[src/rtl/dac_spi_tx_if.sv]
// Sample-stream handshake and DAC pin bundle for dac_spi_tx.
// The master drives the sample side and the slave (dac_spi_tx) drives the DAC pins and status.
interface dac_spi_tx_if;
  logic [15:0] SAMPLE;
  logic        SAMPLE_VALID;
  logic        SAMPLE_ACK;
  logic        CLR_FLAGS;
  logic        DAC_SCLK;
  logic        DAC_SYNC_N;
  logic        DAC_DIN;
  logic        BUSY;
  logic        UNDERRUN;
  logic        OVERRUN;

  modport master (
    output SAMPLE, SAMPLE_VALID, CLR_FLAGS,
    input  SAMPLE_ACK, DAC_SCLK, DAC_SYNC_N, DAC_DIN, BUSY, UNDERRUN, OVERRUN
  );

  modport slave (
    input  SAMPLE, SAMPLE_VALID, CLR_FLAGS,
    output SAMPLE_ACK, DAC_SCLK, DAC_SYNC_N, DAC_DIN, BUSY, UNDERRUN, OVERRUN
  );
endinterface

[src/rtl/dac_spi_tx.sv]
// Sample-rate timebase and 24-bit SPI serialiser for a DAC8551-class DAC.
// Define DAC_TX_LOCK_EN to add the LOCKED input that freezes the sample-rate counter.
module dac_spi_tx #(
  parameter int unsigned CLK_DIV    = 2,
  parameter int unsigned SAMPLE_DIV = 2048
) (
  input  logic CLK,
  input  logic RST,
`ifdef DAC_TX_LOCK_EN
  input  logic LOCKED,
`endif
  dac_spi_tx_if.slave bus
);

  localparam int unsigned HW = (CLK_DIV > 1) ? $clog2(CLK_DIV) : 1;
  localparam int unsigned RW = (SAMPLE_DIV > 1) ? $clog2(SAMPLE_DIV) : 1;
  localparam logic [HW-1:0] HALF_LAST = HW'(CLK_DIV - 1);
  localparam logic [RW-1:0] RATE_LAST = RW'(SAMPLE_DIV - 1);
  localparam logic [4:0]    BIT_MSB   = 5'd23;
  localparam logic [15:0]   MIDSCALE  = 16'h8000;

  typedef enum logic [1:0] {
    S_IDLE,
    S_SETUP,
    S_SHIFT,
    S_GAP
  } state_t;

  state_t        r_state;
  state_t        w_state_nxt;
  logic [HW-1:0] r_half;
  logic [HW-1:0] w_half_nxt;
  logic [4:0]    r_bit;
  logic [4:0]    w_bit_nxt;
  logic          r_phase_hi;
  logic          w_phase_hi_nxt;
  logic [RW-1:0] r_rate;
  logic [15:0]   r_held;
  logic [15:0]   w_held_nxt;
  logic [23:0]   w_frame_nxt;

  logic w_run;
  logic w_tick;
  logic w_tick_idle;
  logic w_accept;
  logic w_set_under;
  logic w_set_over;
  logic w_half_done;
  logic w_sclk_nxt;
  logic w_sync_n_nxt;
  logic w_din_nxt;

  logic r_sclk;
  logic r_sync_n;
  logic r_din;
  logic r_busy;
  logic r_ack;
  logic r_under;
  logic r_over;

`ifdef DAC_TX_LOCK_EN
  assign w_run = LOCKED;
`else
  assign w_run = 1'b1;
`endif

  assign w_tick      = w_run && (r_rate == RATE_LAST);
  assign w_tick_idle = w_tick && (r_state == S_IDLE);
  assign w_accept    = w_tick_idle && bus.SAMPLE_VALID;
  assign w_set_under = w_tick_idle && !bus.SAMPLE_VALID;
  assign w_set_over  = w_tick && (r_state != S_IDLE);
  assign w_half_done = (r_half == HALF_LAST);
  assign w_held_nxt  = w_accept ? bus.SAMPLE : r_held;
  assign w_frame_nxt = {6'b0, 2'b00, w_held_nxt};

  always_ff @(posedge CLK) begin
    if (RST) begin
      r_rate <= '0;
    end else if (w_run) begin
      r_rate <= (r_rate == RATE_LAST) ? '0 : r_rate + 1'b1;
    end
  end

  always_ff @(posedge CLK) begin
    if (RST) begin
      r_state    <= S_IDLE;
      r_half     <= '0;
      r_bit      <= '0;
      r_phase_hi <= 1'b0;
    end else begin
      r_state    <= w_state_nxt;
      r_half     <= w_half_nxt;
      r_bit      <= w_bit_nxt;
      r_phase_hi <= w_phase_hi_nxt;
    end
  end

  always_comb begin
    w_state_nxt    = r_state;
    w_half_nxt     = r_half;
    w_bit_nxt      = r_bit;
    w_phase_hi_nxt = r_phase_hi;
    unique case (r_state)
      S_IDLE: begin
        if (w_tick) begin
          w_state_nxt = S_SETUP;
          w_half_nxt  = '0;
          w_bit_nxt   = BIT_MSB;
        end
      end
      S_SETUP: begin
        if (w_half_done) begin
          w_state_nxt    = S_SHIFT;
          w_half_nxt     = '0;
          w_bit_nxt      = BIT_MSB;
          w_phase_hi_nxt = 1'b1;
        end else begin
          w_half_nxt = r_half + 1'b1;
        end
      end
      S_SHIFT: begin
        if (w_half_done) begin
          w_half_nxt = '0;
          if (r_phase_hi) begin
            w_phase_hi_nxt = 1'b0;
          end else if (r_bit == '0) begin
            w_state_nxt = S_GAP;
          end else begin
            w_bit_nxt      = r_bit - 1'b1;
            w_phase_hi_nxt = 1'b1;
          end
        end else begin
          w_half_nxt = r_half + 1'b1;
        end
      end
      S_GAP: begin
        if (w_half_done) begin
          w_state_nxt = S_IDLE;
          w_half_nxt  = '0;
        end else begin
          w_half_nxt = r_half + 1'b1;
        end
      end
      default: begin
        w_state_nxt = S_IDLE;
      end
    endcase

    // Pin values are decoded from the next state so the output flops line up with the state flop.
    w_sync_n_nxt = !((w_state_nxt == S_SETUP) || (w_state_nxt == S_SHIFT));
    w_sclk_nxt   = (w_state_nxt == S_SHIFT) && w_phase_hi_nxt;
    w_din_nxt    = !w_sync_n_nxt && w_frame_nxt[w_bit_nxt];
  end

  always_ff @(posedge CLK) begin
    if (RST) begin
      r_held   <= MIDSCALE;
      r_sclk   <= 1'b0;
      r_sync_n <= 1'b1;
      r_din    <= 1'b0;
      r_busy   <= 1'b0;
      r_ack    <= 1'b0;
      r_under  <= 1'b0;
      r_over   <= 1'b0;
    end else begin
      r_held   <= w_held_nxt;
      r_sclk   <= w_sclk_nxt;
      r_sync_n <= w_sync_n_nxt;
      r_din    <= w_din_nxt;
      r_busy   <= (w_state_nxt != S_IDLE);
      r_ack    <= w_accept;
      if (w_set_under) begin
        r_under <= 1'b1;
      end else if (bus.CLR_FLAGS) begin
        r_under <= 1'b0;
      end
      if (w_set_over) begin
        r_over <= 1'b1;
      end else if (bus.CLR_FLAGS) begin
        r_over <= 1'b0;
      end
    end
  end

  assign bus.SAMPLE_ACK = r_ack;
  assign bus.DAC_SCLK   = r_sclk;
  assign bus.DAC_SYNC_N = r_sync_n;
  assign bus.DAC_DIN    = r_din;
  assign bus.BUSY       = r_busy;
  assign bus.UNDERRUN   = r_under;
  assign bus.OVERRUN    = r_over;

endmodule

[src/flat_wrapper.sv]
// flat-port wrapper written by rule: the top's interface ports become plain ports
module dac_spi_tx_flat 
#(
  parameter int unsigned CLK_DIV    = 2,
  parameter int unsigned SAMPLE_DIV = 2048
)
  (CLK, RST, bus_SAMPLE, bus_SAMPLE_VALID, bus_CLR_FLAGS, bus_SAMPLE_ACK, bus_DAC_SCLK, bus_DAC_SYNC_N, bus_DAC_DIN, bus_BUSY, bus_UNDERRUN, bus_OVERRUN);
  dac_spi_tx_if bus_i ();
  input  logic CLK;
  input  logic RST;
  input wire logic [$bits(bus_i.SAMPLE)-1:0] bus_SAMPLE;
  input wire logic [$bits(bus_i.SAMPLE_VALID)-1:0] bus_SAMPLE_VALID;
  input wire logic [$bits(bus_i.CLR_FLAGS)-1:0] bus_CLR_FLAGS;
  output wire logic [$bits(bus_i.SAMPLE_ACK)-1:0] bus_SAMPLE_ACK;
  output wire logic [$bits(bus_i.DAC_SCLK)-1:0] bus_DAC_SCLK;
  output wire logic [$bits(bus_i.DAC_SYNC_N)-1:0] bus_DAC_SYNC_N;
  output wire logic [$bits(bus_i.DAC_DIN)-1:0] bus_DAC_DIN;
  output wire logic [$bits(bus_i.BUSY)-1:0] bus_BUSY;
  output wire logic [$bits(bus_i.UNDERRUN)-1:0] bus_UNDERRUN;
  output wire logic [$bits(bus_i.OVERRUN)-1:0] bus_OVERRUN;
  assign bus_i.SAMPLE = bus_SAMPLE;
  assign bus_i.SAMPLE_VALID = bus_SAMPLE_VALID;
  assign bus_i.CLR_FLAGS = bus_CLR_FLAGS;
  assign bus_SAMPLE_ACK = bus_i.SAMPLE_ACK;
  assign bus_DAC_SCLK = bus_i.DAC_SCLK;
  assign bus_DAC_SYNC_N = bus_i.DAC_SYNC_N;
  assign bus_DAC_DIN = bus_i.DAC_DIN;
  assign bus_BUSY = bus_i.BUSY;
  assign bus_UNDERRUN = bus_i.UNDERRUN;
  assign bus_OVERRUN = bus_i.OVERRUN;
  dac_spi_tx #(.CLK_DIV(CLK_DIV), .SAMPLE_DIV(SAMPLE_DIV)) u_core (.CLK(CLK), .RST(RST), .bus(bus_i));
endmodule
[config.mk]
export PLATFORM = sky130hd
export DESIGN_NAME = dac_spi_tx_flat
export DESIGN_NICKNAME = d
export VERILOG_FILES = /design/src/rtl/dac_spi_tx_if.sv /design/src/rtl/dac_spi_tx.sv /design/src/flat_wrapper.sv
export SDC_FILE = /design/constraint.sdc
export NUM_CORES = 1
export LEC_CHECK = 0
export CAP_MARGIN = 10
export CORE_MARGIN = 1
export CORE_UTILIZATION = 36
export DETAILED_ROUTE_END_ITERATION = 8
export PLACE_DENSITY = 0.67
export SETUP_SLACK_MARGIN = 0.1
export SYNTH_ARGS = -nofsm -noshare
export SYNTH_HDL_FRONTEND = slang
export SYNTH_SLANG_ARGS = --single-unit
[constraint.sdc]
create_clock -name CLK -period 5.2 [get_ports CLK]
set_clock_uncertainty 0.05 [all_clocks]
set_input_delay 0.78 -clock CLK [delete_from_list [all_inputs] [get_ports CLK]]
set_output_delay 0.78 -clock CLK [all_outputs]
set_load 0.05 [all_outputs]
==> run metrics, run 1 <==
Syn-to-layout area delta 16.6%; Tightest Pin Transition 0.804 ns; Reg area 861 um^2; area of the multi-input gates 0.00135 mm^2; DRT Pass-1 Iters 5; n_diodes 0; initial drt markers 213; endpoints failing hold 0; die area 0.00679 mm^2; Netlist Area Pre-Place 0.00233 mm^2; peak supply drop 0.161 mV; cell area power density 274 mW/mm^2; GPL Wtd Cong 0.832; initial antenna violation count 0; Num CTS Buffers 5; Pleak 0.00101 uW; Synth Flop Type dfxtp_1; share of cells above drive strength 1 0.0806; WP data required 5.35 ns; unrepaired setup endpoints after global routing no; hold crit path type register to register; status finished, final reports clean; overall power 743 uW; WL/cell 13.6 um; Layout Nets 338; commonest cells in the netlist nand2_1, dfxtp_1, nor2_1, a21oi_1, inv_1; syn nets 316; IO buf count 26; vias 2028; metal2 WL 2.40 mm; worst setup margin 2.06 ns; clock root buffer clkbuf_8; Async S/R FF share, synth 0; Avg Inst Size Synth 8.08 um^2; crit path time final 3.14 ns; Tcrit/Tclk final 0.604; slowest stage cell on the critical path nand3_1; CP Cell Sequence ha_1 > nand2_1 > nor4_1 > nand3_1 > a31oi_1 > a31o_1 > a211oi_1 > a2111oi_2; Die Y 82.4 um; largest net degree at the start of global routing 29; most common cell in the netlist nand2_1; Max-Slew Margin vs Limit 0.463; CP Capture Type register; Post-route DRC 0; number of synthesized register bits 43; CTS Sinks 43; CTS tree built; top cells by area, synth dfxtp_1, nand2_1, nor2_1, a21oi_1, ha_1; final core occ 0.448; Post-synth EDFFs 0; Place WS 2.03 ns; setup TNS 0 ns; final wirelength 5.22 mm; crit path DAT 3.28 ns; MaxCap Viol Count 0; crit-path max cell delay 0.70 ns; fin. max-slew vios 0; post-synthesis sequential area ratio 0.370; clk slew on worst S/H paths 0.08 ns; I/O pin count 27; core area 0.00606 mm^2; via count of the first global-routing pass 1813; Mapped Cells 288; highest fanout seen on the critical path 21; die width 82.4 um; Setup Fix Bufs, Post-CTS 0; row cnt 28; cell taking the most area after synthesis dfxtp_1; DR vias/cell 5.27; DR top layer met4; first-pass GRT wire length 8.71 mm; kind of start point of the critical path register; Crit Path Class register to register; Yosys warning count 0; H-Tree Depth 2; Unique masters post-synth 53; FMAX 0.319 GHz; final setup vio count 0; metal3 WL 201 um; WL met1 2.56 mm; antenna viol nets, final 0; Initial Utilization 0.384; post-CTS resize count 0; # hold bufs at CTS 0; clk_lat worst skew 0.29 ns; area fraction of the dominant cell type after synthesis 0.370; dpl hpwl 3.73 mm; GRT Util Overall 0.168; Clock Path Buffers 2; GRT Residual Overflow 0; Fill cells 630
==> kinds of logic (layout without fill, tap and decap cells) <==
family	after synthesis	after routing	synth area share
adder cells (fa/ha/maj)	8	8	0.0430
buffers and inverters	24	46	0.0495
AO/OA/AOI/OAI	57	57	0.169
multiplexers	6	6	0.0258
AND/OR/NAND/NOR	141	141	0.308
XOR/XNOR	9	9	0.0339
flip-flops	43	43	0.370
==> cells in the final DEF, fill, tap and decap left out, drive strengths merged, types with 2 or more instances in the layout <==
| master | count |
|---|---|
| nand2b | 7 |
| a21oi | 23 |
| and3 | 2 |
| clkbuf | 6 |
| o31ai | 5 |
| o21ai | 4 |
| xor2 | 4 |
| a2111oi | 2 |
| and2 | 2 |
| nor4 | 7 |
| nor2 | 35 |
| or2 | 2 |
| mux2i | 6 |
| xnor2 | 5 |
| nand3b | 3 |
| nand2 | 56 |
| buf | 3 |
| or3 | 4 |
| a211oi | 6 |
| nor3 | 3 |
| nand3 | 11 |
| inv | 10 |
| nor2b | 4 |
| clkdlybuf4s50 | 26 |
| dfxtp | 43 |
| a31oi | 5 |
| ha | 8 |
| o22ai | 2 |
==> layout make-up <==
type	count	share of cell area
Multi-Input combinational cell	221	0.498
Sequential cell	43	0.317
Clock inverter	1	0.00185
Inverter	10	0.0138
Timing Repair Buffer	29	0.104
Clock buffer	6	0.0304
Tap cell	75	0.0346
==> power by group <==
group	internal, uW	switching, uW	total [uW]
Clock	104	111	215
Sequential	343	14.2	357
Combinational	66.5	105	171
==> metrics by stage <==
step	hold WS, ns	cell area (um^2)	cells
6_report	0.407	2710	385
2_1_floorplan	0.380	2330	288
5_1_grt	0.430	2710	385
3_5_place_dp	0.396	2630	378
4_1_cts	0.408	2710	385
3_3_place_gp	0.392	2630	378
==> sequential cells by signal, summed over array words and instances (netlist names), 2 cells and up <==
signal          count
u_core.r_rate      11
u_core.r_held      16
u_core.r_bit        5
u_core.r_state      2
==> worst max-delay path, delay by kind of cell (launching register included) <==
| kind | cells | cell delay, ns |
|---|---|---|
| fa+ha+maj | 1 | 0.21 |
| simple gates | 3 | 1.50 |
| flops | 1 | 0.37 |
| compound gates | 4 | 0.92 |
==> path summary, 6_finish.rpt <==
kind	slack, ns	start	end	cells after the start
max reg2reg	2.06	u_core.r_rate[0]	u_core.bus.DAC_DIN	8
min reg2reg	0.41	u_core.r_held[14]	u_core.r_held[14]	2
min	0.41	u_core.r_held[14]	u_core.r_held[14]	2
max	2.06	u_core.r_rate[0]	u_core.bus.DAC_DIN	8
==> layer usage <==
layer  track usage  up-vias
li1              -     1035
met1         0.240      943
met2         0.257       45
met3        0.0297        5
met4        0.0474        0
met5             0        -
No activity file was read; power rests on OpenSTA's default activity.
==> inputs of run 2 (changes only) <==
clock period = 3.25 ns   (was 5.2 ns; I/O delays follow)
==> run 2 against run 1 <==
Compared with the run above: first-iteration DRC count decreased by 24%; clock-buffer cell count is 1 higher; highest routed layer unchanged; clock power increased by 77%; non-clock buffer count up 3; total power increased by 65%; fmax increased by 8.0%.
==> run metrics, run 2 (synthesized netlist as in run 1, its figures left out) <==
Cells after DPL 381 (+0.79%); DP Area 0.00265 mm^2 (+0.86%); clk_lat worst skew 0.30 ns (about the same); clock root buffer clkbuf_8; Worst path most repeated cell a2111oi_2; Max-Slew Margin vs Limit 0.596 (+0.134); crit-path max cell delay 0.45 ns (-0.25 ns); final setup vio count 0 (unchanged); Tcrit/Tclk final 0.894 (+0.290); Worst Hold Launch u_core.r_held[4]; kind of start point of the critical path register; H-Tree Depth 2 (unchanged); largest net degree at the start of global routing 34 (+17%); RR Startpoint u_core.r_state[0]; share of cells above drive strength 1 0.0924 (+0.0117); CTS tree built; Layout Nets 341 (+0.89%); first-pass GRT wire length 8.47 mm (-2.8%); Syn-to-layout area delta 18.3%; Top reg by flops u_core.r_held; GPL Wtd Cong 0.848 (+1.9%); cell area power density 445 mW/mm^2 (+62%); reg-to-reg endpoint u_core.bus.DAC_DIN; endpoints failing hold 0 (unchanged); DRT Pass-1 Iters 4 (-1); GRT Util Overall 0.162 (-0.00612); MaxCap Viol Count 0 (unchanged); final hold slack 0.408 ns (+0.00134 ns); crit path DAT 3.06 ns (-0.22 ns); I/O pin count 27 (unchanged); Place WS 0.374 ns (-1.65 ns); FMAX 0.344 GHz (+8.0%); worst setup margin 0.345 ns (-1.72 ns); max reg flops 16 (unchanged); core area 0.00606 mm^2 (unchanged); initial antenna violation count 0 (unchanged); Clock Path Buffers 2 (unchanged); Initial Utilization 0.384 (unchanged); WL/cell 12.9 um (-4.5%); highest fanout seen on the critical path 14 (-33%); # hold bufs at CTS 0 (unchanged); Tightest Pin Transition 0.606 ns (-0.198 ns); n_diodes 0 (unchanged); via count of the first global-routing pass 1770 (-2.4%); WL met1 2.53 mm (-1.1%); metal2 WL 2.26 mm (-5.7%); initial drt markers 162 (-24%); clk slew on worst S/H paths 0.09 ns (about the same); FF-to-FF path depth 10 (+2); CP startpoint u_core.r_state[0]; finished layout cell area 0.00275 mm^2 (+1.4%); biggest regs u_core.r_held x16, u_core.r_rate x11, u_core.r_bit x5; Die Y 82.4 um (unchanged); CP delay by family, top compound AO/OA/AOI/OAI gates; R2R Setup Slk 0.34 ns (-1.72 ns); Worst Setup EP u_core.bus.DAC_DIN; CP Cell Sequence inv_1 > ha_1 > or3_1 > a2111oi_2 > buf_4 > nand2_2 > a211o_1 > o311a_1 > o21a_1 > a2111oi_2; status finished, final reports clean; Non-Filler Instances 389 (+1.0%); post-CTS resize count 0 (unchanged); final wirelength 5.04 mm (-3.5%); die width 82.4 um (unchanged); peak supply drop 0.209 mV (+30%); vias 1997 (-1.5%); Post-route DRC 0 (unchanged); Crit Path Class register to register; fin. max-slew vios 0 (unchanged); CTS Sinks 43 (unchanged); Setup Fix Bufs, Post-CTS 0 (unchanged); Num CTS Buffers 5 (unchanged); CP Capture Type register; CP Buf/Inv Count 2 (+2); slowest stage cell on the critical path or3_1; instance count on the critical path 10 (+2); antenna viol nets, final 0 (unchanged); Pleak 0.00103 uW (+1.7%); unrepaired setup endpoints after global routing no; hold crit path type register to register; metal3 WL 193 um (-4.0%); WP data required 3.40 ns (-1.95 ns); GRT Residual Overflow 0 (unchanged); commonest non-fill, non-tap cell in the layout nand2_1; die area 0.00679 mm^2 (unchanged); IO buf count 26 (unchanged); dpl hpwl 3.63 mm (-2.6%); DR vias/cell 5.13 (-2.5%); commonest non-fill, non-tap cells in the layout nand2_1, dfxtp_1, nor2_1; DR top layer met4; crit path time final 2.91 ns (-0.233 ns); setup TNS 0 ns (unchanged); row cnt 28 (unchanged)
==> run 2: cell count changes in the layout (fill, tap and decap cells not counted), sizes merged <==
cell	previous run	this run
buf	3	6
clkbuf	6	7
clkinv	1	0
clkinvlp	0	1
==> run 2: final cells by class <==
cell class / instances / area (um^2)
Inverter: 10 / 37.5
Multi-Input combinational cell: 221 / 1350
Clock inverter: 1 / 7.51
Fill cell: 602 / 3310
Clock buffer: 7 / 96.3
Tap cell: 75 / 93.8
Timing Repair Buffer: 32 / 305
Sequential cell: 43 / 861
==> run 2: how the worst min path moves through the flow <==
stage | slack, ns | cells past startpoint | endpoint
floorplan | 0.38 | 1 | u_core.r_rate[0]
detailed placement | 0.40 | 2 | u_core.r_held[4]
CTS | 0.41 | 2 | u_core.r_held[4]
global placement | 0.39 | 2 | u_core.r_held[14]
global route | 0.43 | 2 | u_core.r_held[8]
finish | 0.41 | 2 | u_core.r_held[4]
==> run 2: per-stage QoR <==
stage	total power, uW	utilization
5_1_grt	1290	0.454
4_1_cts	1240	0.454
3_5_place_dp	855	0.437
6_report	1220	0.454
3_3_place_gp	855	0.437
2_1_floorplan	771	-
==> run 2: report_power, final <==
part	internal [uW]	switching, uW	total (uW)
combinational	106	165	271
clock	193	188	381
sequential	549	22.9	571
total	848	375	1220
==> run 2: worst register-to-register path, stage by stage (launching register included) <==
cell and delay (ns):
dfxtp_1 0.38, inv_1 0.10, ha_1 0.36, or3_1 0.45
a2111oi_2 0.37, buf_4 0.25, nand2_2 0.06, a211o_1 0.22
o311a_1 0.10, o21a_1 0.18, a2111oi_2 0.31
==> run 2: layer usage <==
| layer | vias up | track usage |
|---|---|---|
| li1 | 1041 | - |
| met1 | 910 | 0.237 |
| met2 | 40 | 0.240 |
| met3 | 6 | 0.0286 |
| met4 | 0 | 0.0491 |
| met5 | - | 0 |
==> inputs of run 3 (changes only) <==
SLEW_MARGIN = 20   (was not set)
==> results of run 3 <==
Final layout, timing and power as in run 2 (identical DEF).
